### src/rtl/uart_txrx.sv
// uart_txrx: 8N1 UART transceiver. The transmit and receive halves run
// independently and share only the clock and reset.
//
// Ports:
//   clk           rising-edge clock for all logic
//   rst           asynchronous active-high reset
//   tx_data[7:0]  byte to send, latched when a frame is accepted
//   tx_start      request to transmit; ignored while a frame is in flight
//   tx_out        serial line out (idles high)
//   tx_busy       high while a frame is being sent
//   rx_in         serial line in, asynchronous to clk
//   rx_data[7:0]  last correctly received byte
//   rx_valid      one-cycle pulse when rx_data updates
//   rx_frame_err  one-cycle pulse when a frame ends with a low stop bit
//
// State table (shared by both halves)
//   state   | meaning
//   S_IDLE  | line idle, waiting for tx_start / falling start edge
//   S_START | start bit (TX drives 0; RX waits to bit centre)
//   S_DATA  | eight data bits, LSB first
//   S_STOP  | stop bit (TX drives 1; RX checks for 1)
module uart_txrx #(
    parameter int CLKS_PER_BIT = 16
) (
    input  logic       clk,
    input  logic       rst,
    input  logic [7:0] tx_data,
    input  logic       tx_start,
    output logic       tx_out,
    output logic       tx_busy,
    input  logic       rx_in,
    output logic [7:0] rx_data,
    output logic       rx_valid,
    output logic       rx_frame_err
);

    localparam int CW = $clog2(CLKS_PER_BIT);
    localparam logic [CW-1:0] BIT_TOP  = CW'(CLKS_PER_BIT - 1);
    localparam logic [CW-1:0] HALF_TOP = CW'(CLKS_PER_BIT / 2 - 1);

    typedef enum logic [1:0] {S_IDLE, S_START, S_DATA, S_STOP} state_t;

    // ---------------- transmitter ----------------
    state_t          tx_state_q, tx_state_d;
    logic [CW-1:0]   tx_cnt_q,   tx_cnt_d;
    logic [2:0]      tx_idx_q,   tx_idx_d;
    logic [7:0]      tx_shift_q, tx_shift_d;
    logic            tx_out_q,   tx_out_d;
    logic            tx_busy_q,  tx_busy_d;

    always_comb begin
        tx_state_d = tx_state_q;
        tx_cnt_d   = tx_cnt_q;
        tx_idx_d   = tx_idx_q;
        tx_shift_d = tx_shift_q;
        tx_out_d   = tx_out_q;
        tx_busy_d  = tx_busy_q;
        if (tx_state_q != S_IDLE && tx_cnt_q != '0) begin
            tx_cnt_d = tx_cnt_q - CW'(1);
        end
        case (tx_state_q)
            S_IDLE: begin
                tx_out_d  = 1'b1;
                tx_busy_d = 1'b0;
                if (tx_start) begin
                    tx_state_d = S_START;
                    tx_cnt_d   = BIT_TOP;
                    tx_shift_d = tx_data;
                    tx_out_d   = 1'b0;
                    tx_busy_d  = 1'b1;
                end
            end
            S_START: begin
                if (tx_cnt_q == '0) begin
                    tx_state_d = S_DATA;
                    tx_cnt_d   = BIT_TOP;
                    tx_idx_d   = 3'd0;
                    tx_out_d   = tx_shift_q[0];
                end
            end
            S_DATA: begin
                if (tx_cnt_q == '0) begin
                    tx_cnt_d = BIT_TOP;
                    if (tx_idx_q == 3'd7) begin
                        tx_state_d = S_STOP;
                        tx_out_d   = 1'b1;
                    end else begin
                        tx_idx_d = tx_idx_q + 3'd1;
                        tx_out_d = tx_shift_q[tx_idx_q + 3'd1];
                    end
                end
            end
            S_STOP: begin
                if (tx_cnt_q == '0) begin
                    // A request on the final stop cycle starts the next
                    // frame with no idle bit in between.
                    if (tx_start) begin
                        tx_state_d = S_START;
                        tx_cnt_d   = BIT_TOP;
                        tx_shift_d = tx_data;
                        tx_out_d   = 1'b0;
                    end else begin
                        tx_state_d = S_IDLE;
                        tx_out_d   = 1'b1;
                        tx_busy_d  = 1'b0;
                    end
                end
            end
            default: tx_state_d = S_IDLE;
        endcase
    end

    always_ff @(posedge clk or posedge rst) begin
        if (rst) begin
            tx_state_q <= S_IDLE;
            tx_cnt_q   <= '0;
            tx_idx_q   <= 3'd0;
            tx_shift_q <= 8'h00;
            tx_out_q   <= 1'b1;
            tx_busy_q  <= 1'b0;
        end else begin
            tx_state_q <= tx_state_d;
            tx_cnt_q   <= tx_cnt_d;
            tx_idx_q   <= tx_idx_d;
            tx_shift_q <= tx_shift_d;
            tx_out_q   <= tx_out_d;
            tx_busy_q  <= tx_busy_d;
        end
    end

    assign tx_out  = tx_out_q;
    assign tx_busy = tx_busy_q;

    // ---------------- receiver ----------------
    logic [1:0]      rx_sync_q,  rx_sync_d;
    state_t          rx_state_q, rx_state_d;
    logic [CW-1:0]   rx_cnt_q,   rx_cnt_d;
    logic [2:0]      rx_idx_q,   rx_idx_d;
    logic [7:0]      rx_shift_q, rx_shift_d;
    logic [7:0]      rx_data_q,  rx_data_d;
    logic            rx_valid_q, rx_valid_d;
    logic            rx_err_q,   rx_err_d;
    logic            rx_line;

    assign rx_sync_d = {rx_sync_q[0], rx_in};
    assign rx_line   = rx_sync_q[1];

    always_comb begin
        rx_state_d = rx_state_q;
        rx_cnt_d   = rx_cnt_q;
        rx_idx_d   = rx_idx_q;
        rx_shift_d = rx_shift_q;
        rx_data_d  = rx_data_q;
        rx_valid_d = 1'b0;
        rx_err_d   = 1'b0;
        if (rx_state_q != S_IDLE && rx_cnt_q != '0) begin
            rx_cnt_d = rx_cnt_q - CW'(1);
        end
        case (rx_state_q)
            S_IDLE: begin
                if (!rx_line) begin
                    rx_state_d = S_START;
                    rx_cnt_d   = HALF_TOP;
                end
            end
            S_START: begin
                // Half a bit in: a high line here was a glitch, not a start.
                if (rx_cnt_q == '0) begin
                    if (rx_line) begin
                        rx_state_d = S_IDLE;
                    end else begin
                        rx_state_d = S_DATA;
                        rx_cnt_d   = BIT_TOP;
                        rx_idx_d   = 3'd0;
                    end
                end
            end
            S_DATA: begin
                if (rx_cnt_q == '0) begin
                    rx_shift_d = {rx_line, rx_shift_q[7:1]};
                    rx_cnt_d   = BIT_TOP;
                    if (rx_idx_q == 3'd7) begin
                        rx_state_d = S_STOP;
                    end else begin
                        rx_idx_d = rx_idx_q + 3'd1;
                    end
                end
            end
            S_STOP: begin
                if (rx_cnt_q == '0) begin
                    rx_state_d = S_IDLE;
                    if (rx_line) begin
                        rx_data_d  = rx_shift_q;
                        rx_valid_d = 1'b1;
                    end else begin
                        rx_err_d = 1'b1;
                    end
                end
            end
            default: rx_state_d = S_IDLE;
        endcase
    end

    always_ff @(posedge clk or posedge rst) begin
        if (rst) begin
            rx_sync_q  <= 2'b11;
            rx_state_q <= S_IDLE;
            rx_cnt_q   <= '0;
            rx_idx_q   <= 3'd0;
            rx_shift_q <= 8'h00;
            rx_data_q  <= 8'h00;
            rx_valid_q <= 1'b0;
            rx_err_q   <= 1'b0;
        end else begin
            rx_sync_q  <= rx_sync_d;
            rx_state_q <= rx_state_d;
            rx_cnt_q   <= rx_cnt_d;
            rx_idx_q   <= rx_idx_d;
            rx_shift_q <= rx_shift_d;
            rx_data_q  <= rx_data_d;
            rx_valid_q <= rx_valid_d;
            rx_err_q   <= rx_err_d;
        end
    end

    assign rx_data      = rx_data_q;
    assign rx_valid     = rx_valid_q;
    assign rx_frame_err = rx_err_q;

endmodule

### config.mk
export PLATFORM = sky130hd
export DESIGN_NAME = uart_txrx
export DESIGN_NICKNAME = d
export VERILOG_FILES = /design/src/rtl/uart_txrx.sv
export SDC_FILE = /design/constraint.sdc
export NUM_CORES = 1
export LEC_CHECK = 0
export CAP_MARGIN = 25
export CELL_PAD_IN_SITES_DETAIL_PLACEMENT = 1
export CELL_PAD_IN_SITES_GLOBAL_PLACEMENT = 2
export CORE_MARGIN = 3
export CORE_UTILIZATION = 40
export CTS_BUF_LIST = sky130_fd_sc_hd__clkbuf_4 sky130_fd_sc_hd__clkbuf_8
export DETAILED_ROUTE_END_ITERATION = 10
export PLACE_DENSITY_LB_ADDON = 0.2
export SLEW_MARGIN = 20
export SYNTH_ARGS = -nofsm -noshare
export SYNTH_HDL_FRONTEND = slang
export SYNTH_SLANG_ARGS = --single-unit
### constraint.sdc
create_clock -name clk -period 2.7 [get_ports clk]
set_input_delay 0.54 -clock clk [delete_from_list [all_inputs] [get_ports clk]]
set_output_delay 0.54 -clock clk [all_outputs]
set_load 0.02 [all_outputs]
==> results by group <==
Timing
  – FMAX: 434 MHz
  – Final Setup Violations: 0
  – Final TNS setup: 0 ps
  – Worst-Margin Slew: 615 ps
  – Hold WS: 359 ps
  – Hold Violations, Final: 0
  – Skew final: 10.9 ps
  – Final min period: 2300 ps
  – Max-slew violations: 0
  – Final worst-path cycle share: 85.3%
  – RSZ-0062 raised after global routing: false
  – Final setup margin: 397 ps
  – Slew HR: 59.0%

GRT
  – First-pass GRT wire length: 8710 µm
  – Vias in the first global route: 1,774
  – Largest net degree at the start of global routing: 26
  – Initial antenna violation count: 0
  – Total track usage: 15.2%
  – Global route total overflow: 0

Critical path
  – Worst path arrival time: 2490 ps
  – Slowest Stage Delay on Critical Path: 420 ps
  – Crit-path slowest cell: nor2_2
  – CP required: 2890 ps
  – FF-to-FF Start: rx_cnt_q[1]
  – Critical path launch point type: flop
  – Worst setup path class: flop to flop
  – Critical Path Fanout Max: 9
  – Worst setup EP type: flop
  – Critical path origin: rx_cnt_q[1]
  – Worst path cell trace: inv_1, ha_1, nor3b_4, nand2_1, nor2_2, mux2_2

Clock tree
  – Root Buffer: clkbuf_8
  – Clk buf depth: 2
  – Hold buffers post-CTS: 0
  – Setup Buffers After CTS: 0
  – H-tree depth: 2
  – Total CTS buffers: 5
  – Clock transition at path regs: 90 ps
  – Post-cts sizing count: 0
  – TritonCTS Sinks: 48
  – CTS tree: built
  – Clock latency on the worst-skew pair: 300 ps

Final layout
  – Util after Layout: 50.4%
  – Fill cell count: 612
  – Reg area: 0.00120 mm²
  – # diodes: 0
  – Multi-input combinational cell area: 0.00110 mm²
  – Area Overhead vs Synth: 19.6%
  – Final instance area: 0.00283 mm²
  – Fraction of layout cells with a size suffix above 1: 24.0%
  – Final net count: 248

Floorplan
  – CORE AREA: 0.00561 mm²
  – # rows: 27
  – Die Y: 82.9 µm
  – Die W: 82.9 µm
  – Die area: 0.00687 mm²
  – Initial cell density of the core: 42.1%
  – Top-Level Pins: 24

Synthesis
  – Synthesis Warnings: 0
  – Register area share after synthesis: 51.0%
  – Mapped Cells: 197
  – Most frequent cells after synthesis: dfrtp_1 (45), mux2_2 (28), ha_1 (12)
  – Yosys cell types: 46
  – Post-Syn Nets: 221
  – Area leader, netlist: dfrtp_1
  – Post-Syn Area: 0.00236 mm²
  – Post-synth EDFFs: 0
  – Synth area leaders: dfrtp_1 (48%), mux2_2 (13%), ha_1 (6.4%)
  – Fraction of registers with async set/reset: 100%
  – Main flop type after synthesis: dfrtp_1
  – Register bit total from synthesis: 48
  – Share of the synthesized area in the top cell type: 47.6%
  – Most instantiated library cell after synthesis: dfrtp_1
  – Syn_area_per_cell: 12.0 µm²

Routing
  – Detailed Route WL: 4960 µm
  – Router iterations before antenna repair: 4
  – Vias: 1,644
  – DR WL/cell: 16.7 µm
  – Drt drc: 0
  – Initial DRC Count: 64
  – Antenna viol nets, final: 0
  – DR vias/cell: 5.54

Place
  – Placed Area: 0.00269 mm²
  – IO Port Bufs: 23
  – Hpwl dp: 3640 µm
  – DP Worst Slack: 400 ps
  – Routability cong.: 0.780

Power
  – Switching share of power: 36.0%
  – Max VDD drop: 0.000407 V
  – Pwr dens: 1090 mW/mm²
  – P_leak: 1.26 nW
  – Clock group share of total power: 20.0%
  – Sequential power share: 39.1%
  – Comb pwr share: 40.9%
  – P_int: 1.97 mW
  – Switch Pwr: 1.11 mW

Min path
  – Hold path start: rx_sync_q[0]
  – Hold Path Class: flop to flop

Run status
  – Status: complete, no violations

Job
  – Max-Cap Viols: 0
==> placed cells by master, fill, tap and decap left out, types with 2 or more instances in the layout <==
cell / n
nor3b_1: 2
clkbuf_8: 5
nor2b_1: 2
a22o_1: 4
inv_1: 8
nand3b_1: 2
mux2i_1: 3
mux2_2: 28
a22o_2: 3
dfstp_2: 3
a211oi_1: 3
a21boi_0: 2
nor2_2: 2
a21oi_1: 8
nand3_1: 4
xnor2_1: 2
nor2_1: 7
nand2_1: 8
or3_1: 2
a22oi_1: 2
dfrtp_1: 45
ha_1: 12
clkdlybuf4s50_1: 23
bufinv_16: 2
nor3_1: 4
o21ai_0: 11
a31oi_1: 4
==> sequential cells by signal, indices dropped and copies added, names as in the netlist, named ones only <==
register      count
tx_out            1
rx_frame_err      1
rx_sync_q         2
rx_state_q        1
tx_idx_q          3
rx_idx_q          3
rx_valid          1
rx_cnt_q          4
tx_busy           1
rx_data           8
rx_shift_q        8
tx_shift_q        8
tx_cnt_q          4
tx_state_q        2
==> power groups by stage <==
stage / combinational (mW) / clock, mW / sequential, mW
6_report: 1.26 / 0.614 / 1.20
5_1_grt: 1.42 / 0.667 / 1.24
4_1_cts: 1.27 / 0.634 / 1.20
3_5_place_dp: 1.26 / 0 / 1.22
3_3_place_gp: 1.18 / 0 / 1.19
2_1_floorplan: 1.00 / 0 / 1.12
==> worst max-delay path, delay by kind of cell, from the launching register on <==
family                     cells  cell delay, ps
and+or+nand+nor                3             930
DFF                            1             410
muxes                          1             390
adders and majority gates      1             320
buffers and inverters          1             140
==> layer usage <==
layer  global-route usage, %  vias to the layer above  share of wire [%]
met2                    26.5                       22                 52
met5                       0                        -                  0
li1                        -                      770                  -
met4                    4.01                        0               0.77
met1                    19.0                      848                 44
met3                    3.08                        4                2.7
==> metrics by stage <==
stage	cells	power [mW]
final	297	3.07
after detailed placement	289	2.47
after CTS	297	3.11
after floorplan	197	2.13
after global placement	289	2.37
after global routing	297	3.33
==> cell type report <==
| type | instances | share of cell area [%] |
|---|---|---|
| flip-flops and latches | 48 | 42.6 |
| clock inverters | 2 | 2.12 |
| clock buffers | 6 | 2.70 |
| inverters | 9 | 1.20 |
| repair buffers | 25 | 9.12 |
| well taps | 72 | 3.19 |
| multi-input cells | 135 | 39.0 |
==> kinds of logic (layout without fill, tap and decap cells) <==
logic type / count (synthesis) / count (layout) / synth area share, %
DFF: 48 / 48 / 51.0
AOI/OAI and AO/OA: 46 / 46 / 13.1
and+or+nand+nor: 43 / 43 / 10.9
muxes: 32 / 32 / 15.6
buffers and inverters: 14 / 42 / 2.33
adders and majority gates: 12 / 12 / 6.35
xor gates and xnor gates: 2 / 2 / 0.741
==> path summary, 6_finish.rpt <==
path / depth (start not counted) / slack [ps] / endpoint
min reg2reg: 0 / 360 / rx_sync_q[1]
max: 6 / 400 / rx_data[0]
max reg2reg: 6 / 400 / rx_data[0]
min in group asynchronous: 2 / 590 / tx_shift_q[5]
max in group asynchronous: 3 / 1500 / rx_sync_q[1]
min: 0 / 360 / rx_sync_q[1]
Power figures use the tool's default switching activity.
